[config.mk]
export PLATFORM = sky130hd
export DESIGN_NAME = mby_gmm_ring_rptr
export DESIGN_NICKNAME = d
export VERILOG_FILES = /design/src/rtl/mby_gmm_pkg.sv /design/src/rtl/mby_gmm_ring_ch.sv /design/src/rtl/mby_gmm_ring_rptr.sv
export SDC_FILE = /design/constraint.sdc
export NUM_CORES = 1
export LEC_CHECK = 0
export CAP_MARGIN = 20
export CORE_AREA = 2 2 485 487
export CTS_CLUSTER_DIAMETER = 80
export DETAILED_ROUTE_END_ITERATION = 10
export DIE_AREA = 0 0 487 489
export PLACE_DENSITY = 0.41
export SETUP_SLACK_MARGIN = 0.2
export SLEW_MARGIN = 20
export SYNTH_ARGS = -nofsm -noshare
export SYNTH_HDL_FRONTEND = slang
export SYNTH_HIERARCHICAL = 1
export SYNTH_SLANG_ARGS = --single-unit
[constraint.sdc]
create_clock -name cclk -period 1.61 [get_ports cclk]
set_input_delay 0.2415 -clock cclk [delete_from_list [all_inputs] [get_ports cclk]]
set_output_delay 0.2415 -clock cclk [all_outputs]
set_load 0.01 [all_outputs]
[src/rtl/mby_gmm_pkg.sv]
// mby_gmm_pkg -- shared types and defaults for the GMM ring repeater.
//   mby_starve_e        : per-channel injection starvation state.
//   MBY_RING_DEST_BCAST : broadcast destination (all ones, sliced to DEST_W).
//   MBY_*_DEF           : default parameter values for the ring repeater.
package mby_gmm_pkg;

  localparam int unsigned MBY_NUM_CH_DEF     = 4;
  localparam int unsigned MBY_DATA_W_DEF     = 64;
  localparam int unsigned MBY_DEPTH_DEF      = 2;
  localparam int unsigned MBY_DEST_W_DEF     = 4;
  localparam int unsigned MBY_DEST_LSB_DEF   = 0;
  localparam int unsigned MBY_REMOVE_TAP_DEF = 1;
  localparam int unsigned MBY_STARVE_LIM_DEF = 15;
  localparam int unsigned MBY_CNT_W_DEF      = 16;

  // Held at 32 bits so any DEST_W up to 32 can slice its own width.
  localparam logic [31:0] MBY_RING_DEST_BCAST = '1;

  typedef enum logic [1:0] {
    STV_IDLE    = 2'd0,
    STV_WAIT    = 2'd1,
    STV_STARVED = 2'd2
  } mby_starve_e;

endpackage

[src/rtl/mby_gmm_ring_ch.sv]
// mby_gmm_ring_ch -- one ring channel of the GMM ring repeater.
//   cclk, reset_n            : clock, asynchronous active-low reset
//   local_id                 : static destination strap
//   ring_in_vld/ring_in_data : slot arriving at stage 0
//   ring_out_vld/_data       : slot leaving the last stage
//   tap_vld/tap_data         : slot delivered to the local agent
//   inj_req/inj_data/inj_gnt : local injection handshake (grant is combinational)
//   inj_starve               : injection has waited STARVE_LIM ungranted cycles
//   cnt_clr, cnt_pass/tap/inj: saturating statistics
// Counters are built only when MBY_GMM_RING_CNT_EN is defined; otherwise the
// counter outputs are tied to zero.
module mby_gmm_ring_ch
  import mby_gmm_pkg::*;
#(
  parameter int unsigned DATA_W        = MBY_DATA_W_DEF,
  parameter int unsigned DEPTH         = MBY_DEPTH_DEF,
  parameter int unsigned DEST_W        = MBY_DEST_W_DEF,
  parameter int unsigned DEST_LSB      = MBY_DEST_LSB_DEF,
  parameter int unsigned REMOVE_ON_TAP = MBY_REMOVE_TAP_DEF,
  parameter int unsigned STARVE_LIM    = MBY_STARVE_LIM_DEF,
  parameter int unsigned CNT_W         = MBY_CNT_W_DEF
) (
  input  logic              cclk,
  input  logic              reset_n,
  input  logic [DEST_W-1:0] local_id,
  input  logic              ring_in_vld,
  input  logic [DATA_W-1:0] ring_in_data,
  output logic              ring_out_vld,
  output logic [DATA_W-1:0] ring_out_data,
  output logic              tap_vld,
  output logic [DATA_W-1:0] tap_data,
  input  logic              inj_req,
  input  logic [DATA_W-1:0] inj_data,
  output logic              inj_gnt,
  output logic              inj_starve,
  input  logic              cnt_clr,
  output logic [CNT_W-1:0]  cnt_pass,
  output logic [CNT_W-1:0]  cnt_tap,
  output logic [CNT_W-1:0]  cnt_inj
);

  localparam int unsigned WC_W = (STARVE_LIM < 1) ? 1 : $clog2(STARVE_LIM + 1);

  logic [DEST_W-1:0]            dest;
  logic                         hit_local;
  logic                         hit_bcast;
  logic                         remove;
  logic                         slot_free;
  logic                         s0_vld;
  logic [DATA_W-1:0]            s0_data;
  logic [DEPTH-1:0]             stg_vld;
  logic [DEPTH-1:0][DATA_W-1:0] stg_data;
  mby_starve_e                  st;
  logic [WC_W-1:0]              wait_cnt;
  logic [WC_W-1:0]              wait_inc;

  // Slot decode and stage-0 selection.
  always_comb begin
    dest      = ring_in_data[DEST_LSB +: DEST_W];
    hit_local = ring_in_vld && (dest == local_id);
    hit_bcast = ring_in_vld && (dest == MBY_RING_DEST_BCAST[DEST_W-1:0]);
    // Broadcast wins even when local_id is itself all ones.
    remove    = hit_local && !hit_bcast && (REMOVE_ON_TAP != 0);
    slot_free = !ring_in_vld || remove;
    // Gated by reset so no grant is seen while the channel is held in reset.
    inj_gnt   = inj_req && slot_free && reset_n;
    s0_vld    = inj_gnt || (ring_in_vld && !remove);
    s0_data   = inj_gnt ? inj_data : ring_in_data;
  end

  always_ff @(posedge cclk or negedge reset_n) begin
    if (!reset_n) begin
      stg_vld  <= '0;
      stg_data <= '0;
    end else begin
      stg_vld[0]  <= s0_vld;
      stg_data[0] <= s0_data;
      for (int unsigned i = 1; i < DEPTH; i++) begin
        stg_vld[i]  <= stg_vld[i-1];
        stg_data[i] <= stg_data[i-1];
      end
    end
  end

  assign ring_out_vld  = stg_vld[DEPTH-1];
  assign ring_out_data = stg_data[DEPTH-1];

  // Tap looks only at the incoming slot, so this instance never taps its own injections.
  always_ff @(posedge cclk or negedge reset_n) begin
    if (!reset_n) begin
      tap_vld  <= 1'b0;
      tap_data <= '0;
    end else begin
      tap_vld  <= hit_local || hit_bcast;
      tap_data <= ring_in_data;
    end
  end

  // Starvation tracking: the entering cycle counts as the first ungranted one.
  assign wait_inc = wait_cnt + WC_W'(1);

  always_ff @(posedge cclk or negedge reset_n) begin
    if (!reset_n) begin
      st       <= STV_IDLE;
      wait_cnt <= '0;
    end else if (inj_gnt || !inj_req) begin
      st       <= STV_IDLE;
      wait_cnt <= '0;
    end else begin
      case (st)
        STV_IDLE, STV_WAIT: begin
          wait_cnt <= wait_inc;
          st       <= (wait_inc >= WC_W'(STARVE_LIM)) ? STV_STARVED : STV_WAIT;
        end
        STV_STARVED: st <= STV_STARVED;
        default: begin
          st       <= STV_IDLE;
          wait_cnt <= '0;
        end
      endcase
    end
  end

  assign inj_starve = (st == STV_STARVED);

`ifdef MBY_GMM_RING_CNT_EN
  always_ff @(posedge cclk or negedge reset_n) begin
    if (!reset_n) begin
      cnt_pass <= '0;
      cnt_tap  <= '0;
      cnt_inj  <= '0;
    end else if (cnt_clr) begin
      cnt_pass <= '0;
      cnt_tap  <= '0;
      cnt_inj  <= '0;
    end else begin
      if (ring_out_vld && (cnt_pass != '1)) cnt_pass <= cnt_pass + CNT_W'(1);
      if (tap_vld      && (cnt_tap  != '1)) cnt_tap  <= cnt_tap  + CNT_W'(1);
      if (inj_gnt      && (cnt_inj  != '1)) cnt_inj  <= cnt_inj  + CNT_W'(1);
    end
  end
`else
  logic unused_cnt_clr;
  assign unused_cnt_clr = cnt_clr;
  assign cnt_pass = '0;
  assign cnt_tap  = '0;
  assign cnt_inj  = '0;
`endif

endmodule

[src/rtl/mby_gmm_ring_rptr.sv]
// mby_gmm_ring_rptr -- GMM ring repeater: NUM_CH independent ring channels,
// each a DEPTH-stage pipeline with destination tap, local injection,
// starvation flag and statistics (mby_gmm_ring_ch per channel).
//   cclk, reset_n                 : clock, asynchronous active-low reset
//   local_id                      : static destination strap
//   ring_in_*/ring_out_*          : ring slots in/out, channel c at [c*DATA_W +: DATA_W]
//   tap_vld/tap_data              : slots delivered to the local agent
//   inj_req/inj_data/inj_gnt      : local injection handshake
//   inj_starve                    : per-channel starvation flag
//   cnt_clr, cnt_pass/tap/inj     : statistics, channel c at [c*CNT_W +: CNT_W]
// Statistics are built only with MBY_GMM_RING_CNT_EN defined; otherwise zero.
module mby_gmm_ring_rptr
  import mby_gmm_pkg::*;
#(
  parameter int unsigned NUM_CH        = MBY_NUM_CH_DEF,
  parameter int unsigned DATA_W        = MBY_DATA_W_DEF,
  parameter int unsigned DEPTH         = MBY_DEPTH_DEF,
  parameter int unsigned DEST_W        = MBY_DEST_W_DEF,
  parameter int unsigned DEST_LSB      = MBY_DEST_LSB_DEF,
  parameter int unsigned REMOVE_ON_TAP = MBY_REMOVE_TAP_DEF,
  parameter int unsigned STARVE_LIM    = MBY_STARVE_LIM_DEF,
  parameter int unsigned CNT_W         = MBY_CNT_W_DEF
) (
  input  logic                     cclk,
  input  logic                     reset_n,
  input  logic [DEST_W-1:0]        local_id,
  input  logic [NUM_CH-1:0]        ring_in_vld,
  input  logic [NUM_CH*DATA_W-1:0] ring_in_data,
  output logic [NUM_CH-1:0]        ring_out_vld,
  output logic [NUM_CH*DATA_W-1:0] ring_out_data,
  output logic [NUM_CH-1:0]        tap_vld,
  output logic [NUM_CH*DATA_W-1:0] tap_data,
  input  logic [NUM_CH-1:0]        inj_req,
  input  logic [NUM_CH*DATA_W-1:0] inj_data,
  output logic [NUM_CH-1:0]        inj_gnt,
  output logic [NUM_CH-1:0]        inj_starve,
  input  logic                     cnt_clr,
  output logic [NUM_CH*CNT_W-1:0]  cnt_pass,
  output logic [NUM_CH*CNT_W-1:0]  cnt_tap,
  output logic [NUM_CH*CNT_W-1:0]  cnt_inj
);

  for (genvar g = 0; g < NUM_CH; g++) begin : g_ch
    mby_gmm_ring_ch #(
      .DATA_W       (DATA_W),
      .DEPTH        (DEPTH),
      .DEST_W       (DEST_W),
      .DEST_LSB     (DEST_LSB),
      .REMOVE_ON_TAP(REMOVE_ON_TAP),
      .STARVE_LIM   (STARVE_LIM),
      .CNT_W        (CNT_W)
    ) u_ch (
      .cclk         (cclk),
      .reset_n      (reset_n),
      .local_id     (local_id),
      .ring_in_vld  (ring_in_vld[g]),
      .ring_in_data (ring_in_data[g*DATA_W +: DATA_W]),
      .ring_out_vld (ring_out_vld[g]),
      .ring_out_data(ring_out_data[g*DATA_W +: DATA_W]),
      .tap_vld      (tap_vld[g]),
      .tap_data     (tap_data[g*DATA_W +: DATA_W]),
      .inj_req      (inj_req[g]),
      .inj_data     (inj_data[g*DATA_W +: DATA_W]),
      .inj_gnt      (inj_gnt[g]),
      .inj_starve   (inj_starve[g]),
      .cnt_clr      (cnt_clr),
      .cnt_pass     (cnt_pass[g*CNT_W +: CNT_W]),
      .cnt_tap      (cnt_tap[g*CNT_W +: CNT_W]),
      .cnt_inj      (cnt_inj[g*CNT_W +: CNT_W])
    );
  end

endmodule

# Word-level counts from Yosys, hierarchy flattened

Cells that the tools add are included.

Mux-type cells: 24
$lt $le $gt $ge: 4
Reduce and logical (&&, ||, !) cells: 64
Equal/unequal tests: 20
Add/sub/neg operators: 4

Operators by type and width:

| kind                  | count |
|---|---|
| $mux W64              | 4 |
| $pmux W4 S2           | 4 |
| $logic_and A1 B1 Y1   | 24 |
| $add A4 B1 Y4 const B | 4 |
| $eq A4 B4 Y1          | 4 |
| $eq A4 B4 Y1 const B  | 4 |
| $ge A4 B4 Y1 const B  | 4 |
| $logic_not A1 Y1      | 16 |
| $logic_or A1 B1 Y1    | 16 |
| $mux W2               | 8 |
| $mux W4               | 4 |
| $pmux W2 S2           | 4 |
| $eq A2 B1 Y1 const B  | 4 |
| $eq A2 B2 Y1 const B  | 4 |
| $logic_not A2 Y1      | 4 |
| $ne A2 B2 Y1 const B  | 4 |
| $reduce_or A2 Y1      | 4 |

Bits in registers: 804
Output and inout port bits: 720
Logic and storage cells: 144
Input bits: 527

# Depth between registers and ports, before layout

Depth in word-level cells: 9
Gate-level depth with buffers: 7
Gate-level depth less buffers: 6

# Cells and area by module

The synthesis kept the hierarchy.

Modules (own cells, without submodules):

| module                              | instances | sequential area each (µm²) | cells each | area each (µm²) |
|---|---|---|---|---|
| mby_gmm_ring_ch at g_ch[1].u_ch ... | 3         | 5029.8                     | 805        | 9001.1 |
| mby_gmm_ring_ch at g_ch[0].u_ch     | 1         | 5029.8                     | 811        | 9007.4 |

# Least setup slack after synthesis

No wires, ideal clock.

Kind: input to output
From: input ring_in_vld[0]
To: output inj_gnt[0]
Required time: 1368 ps
Setup slack: 52 ps
Stages: 7
Data arrival time: 1316 ps
Path through: and4_4 -> and2_1 -> buf_6 -> buf_6 -> buf_2 -> o21a_1 -> nor2_1

Cells in the longest elaborated chain, start to end: 6
Elaborated cells between the ends (all ways): 8
Those cells by class: reduce/logical (8)

RTL lines:

| what                                 | line                    | RTL |
|---|---|---|
| start: declaration                   | mby_gmm_ring_rptr.sv:27 | `input logic [NUM_CH-1:0] ring_in_vld,` |
| $logic_and A1 B1 Y1                  | mby_gmm_ring_ch.sv:61   | `hit_bcast = ring_in_vld && (dest == MBY_RING_DEST_BCAST[DEST_W-1:0]);` |
| $logic_not A1 Y1                     | mby_gmm_ring_ch.sv:63   | `remove = hit_local && !hit_bcast && (REMOVE_ON_TAP != 0);` |
| $logic_and A1 B1 Y1                  | mby_gmm_ring_ch.sv:63   |  |
| $logic_or A1 B1 Y1 (*)               | mby_gmm_ring_ch.sv:64   | `slot_free = !ring_in_vld \|\| remove;` |
| $logic_and A1 B1 Y1 (*) (2 in a row) | mby_gmm_ring_ch.sv:66   | `inj_gnt = inj_req && slot_free && reset_n;` |
| end: declaration                     | mby_gmm_ring_rptr.sv:35 | `output logic [NUM_CH-1:0] inj_gnt,` |

Mark *: on every way between the ends. The rest lies on a longest branch, timed or not.

# Worst setup path in the final report

From: input ring_in_data[192]
To: output inj_gnt[3]

Cells in the longest elaborated chain, start to end: 7
Elaborated cells between the ends (all ways): 9
Those cells by class: eq/ne (2); reduce/logical (7)

RTL lines:

| what                                 | line                    | RTL |
|---|---|---|
| start: declaration                   | mby_gmm_ring_rptr.sv:28 | `input logic [NUM_CH*DATA_W-1:0] ring_in_data,` |
| $eq A4 B4 Y1                         | mby_gmm_ring_ch.sv:61   |  |
| $logic_and A1 B1 Y1                  | mby_gmm_ring_ch.sv:61   |  |
| $logic_not A1 Y1                     | mby_gmm_ring_ch.sv:63   |  |
| $logic_and A1 B1 Y1 (*)              | mby_gmm_ring_ch.sv:63   |  |
| $logic_or A1 B1 Y1 (*)               | mby_gmm_ring_ch.sv:64   |  |
| $logic_and A1 B1 Y1 (*) (2 in a row) | mby_gmm_ring_ch.sv:66   |  |

Marked as above.

==> out/metrics.csv <==
metric,value,unit
synth_area,36000,sq um
use_met3,0.0366,
die_x,487,microns
grt_pass1_vias,29792,
drive_above_1_share,0.279,
violations,"hold timing, setup timing",
die_h,489,microns
fillers,24779,
async_flop_share,1.00,
pre_cts_ws,-1760,ps
crit_path_end_kind,output port,
worstPathRequired,1370,ps
antenna_found_initial,47,
power_leakage,23.6,nW
yosysWarnings,6,
ys_types,41,
area_delta_synth_final,54.9,%
hpwl,133000,microns
tritoncts,yes,
drtPass1Iterations,5,
clockBufferDepth,3,
nNetsFinal,4939,
skew,64.3,ps
dieArea,238000,sq um
start_kind,input port,
cap_viol_max_count,0,
ant_nets,0,
cts-root-buf,clkbuf_16,
port_buffers,1053,
cts.htree.levels,3,
grt_first_pass_wirelength,237000,microns
wl_per_cell,23.0,microns
wl,174000,microns
clk_pin_slew,60,ps
grt_use_met2,0.250,
drv_slew,0,
grt-busiest-layer,met2,
syn_avg_cell_area,11.2,sq um
final_util,0.239,
synth-edff-count,0,
irDropWorstVdd,0.809,mV
worstMarginPinSlew,943,ps
yosys_register_bits,804,
finalInstanceArea,55800,sq um
ys_seq_area_frac,0.559,
numCtsBuffers,104,
finalSetupViolCount,6,
tns,-597,ps
rows,178,
grt_remaining_overflow,0,
syn_inst,3226,
crit_arrival,1630,ps
vias,29834,
min_path_type,in2async,
grt_usage,0.140,
core_area,234000,sq um
dpl_cell_area,49800,sq um
post-route-period-util,1.16,
viasPerCell,3.94,
powerDensity,1030,nW/um^2
first_iter_violations,1669,
grt_start_max_net_pins,133,
p_total,57.4,mW
insertion_delay,750,ps
relSlewSlack,0.371,
placed_cells,7140,
io_pins,1247,
worst_slack,-259,ps
whs,-61.5,ps
grt.met1_usage,0.159,
gp_congestion,0.803,
final_cell_count_no_fill,7569,
critPathKind,in2out,
start_util,0.154,
final_hold_viol_count,45,
cts_num_sinks,804,
cp_max_fo,2,
synth_flop_cell,dfrtp_1,
drc_errors,0,
status,"complete, but fails checks",
fmax,535,MHz
rsz0062_at_grt,yes,
min_period,1870,ps
## cell type report
type                       instances  area, sq um  share of cell area
sequential                       804        20200               0.361
timing repair buffer            1592        15600               0.280
multi-input combinational       1883        12300               0.221
tap                             3060         3830              0.0687
clock buffer                     144         3010              0.0540
clock inverter                    49          711              0.0127
inverter                          19         71.3             0.00128
antenna                           18         45.0            0.000808
## flip-flops by register name, indices dropped and copies added (netlist names)
signal	count
g_ch.u_ch/ring_out_data	256
g_ch.u_ch/st	8
g_ch.u_ch/stg_data	256
g_ch.u_ch/stg_vld	8
g_ch.u_ch/tap_data	256
g_ch.u_ch/tap_vld	4
g_ch.u_ch/wait_cnt	16
## layer usage
metal | part of all wire | vias up
met5 | 0.0011 | -
met2 | 0.51 | 1192
met1 | 0.38 | 15047
li1 | - | 13331
met4 | 0.032 | 28
met3 | 0.068 | 236
## cell families after synthesis
group,Yosys count,synth area share
simple gates,1102,0.159
flops,804,0.559
xor+xnor,27,0.00657
buf+inv,727,0.128
compound gates,554,0.144
other cells,4,0.000417
fa+ha+maj,8,0.00278
## worst max-delay path, stage by stage
cell and delay, ps:
buf_6 100, buf_12 130, xnor2_2 140, nand4_1 260
buf_6 240, o21ai_2 120, buf_6 130, and2_4 130
buf_6 110
## placed cells by master (no fill, tap or decap), types with 18 or more instances in the layout
master / synthesis / layout
clkdlybuf4s50_1: 0 / 496
buf_6: 17 / 347
buf_4: 451 / 261
o311ai_0: 141 / 60
and3_1: 195 / 195
dfrtp_1: 804 / 778
conb_1: 4 / 192
a221oi_1: 162 / 156
a221oi_2: 78 / 84
dlygate4sd3_1: 0 / 191
dfrtp_2: 0 / 26
nand2_1: 453 / 449
nor3b_1: 64 / 64
nand3_1: 96 / 96
and2_1: 259 / 250
buf_12: 0 / 70
buf_2: 50 / 202
clkbuf_8: 0 / 24
o311ai_1: 99 / 172
diode_2: 0 / 18
clkbuf_16: 0 / 111
## synth_stat cells, drive strengths merged, types with 16 or more instances
master / instances / share of area
dfrtp: 804 / 0.56
inv: 19 / 0.0020
a221oi: 240 / 0.072
o311ai: 240 / 0.058
o21ai: 16 / 0.0022
buf: 519 / 0.11
and2: 259 / 0.045
a211oi: 17 / 0.0035
nor3b: 64 / 0.013
and3: 195 / 0.034
clkbuf: 189 / 0.020
nand2: 453 / 0.047
nand3: 96 / 0.013
xnor2: 19 / 0.0046
## final timing paths
| kind | startpoint | to | slack [ps] | depth (start not counted) |
|---|---|---|---|---|
| worst max-delay path | ring_in_data[192] | inj_gnt[3] | -260 | 9 |
| worst max register to register | g_ch[0].u_ch/wait_cnt[1] | g_ch[0].u_ch/st[1] | 260 | 4 |
| min in group cclk | ring_in_data[64] | g_ch[1].u_ch/stg_data[0] | 90 | 5 |
| worst min register to register | g_ch[2].u_ch/stg_data[30] | g_ch[2].u_ch/ring_out_data[30] | 320 | 0 |
| worst min-delay path | reset_n | g_ch[0].u_ch/stg_data[32] | -60 | 4 |
| max in group asynchronous | reset_n | g_ch[3].u_ch/tap_data[26] | 300 | 7 |
## power by group
| group | switching [mW] | internal, mW |
|---|---|---|
| combinational | 4.86 | 4.79 |
| clock | 9.97 | 15.1 |
| sequential | 0.817 | 21.9 |
| total | 15.6 | 41.7 |
## timing repair
action	in CTS	in global routing
setup endpoints to repair	789	833
resized for setup	2707	126
cloned	2	6
endpoints found under the hold margin	409	47
pin swaps	17	13
setup buffers	9	10
hold buffers	192	2
Note: power is estimated with default switching activity, not from simulation.
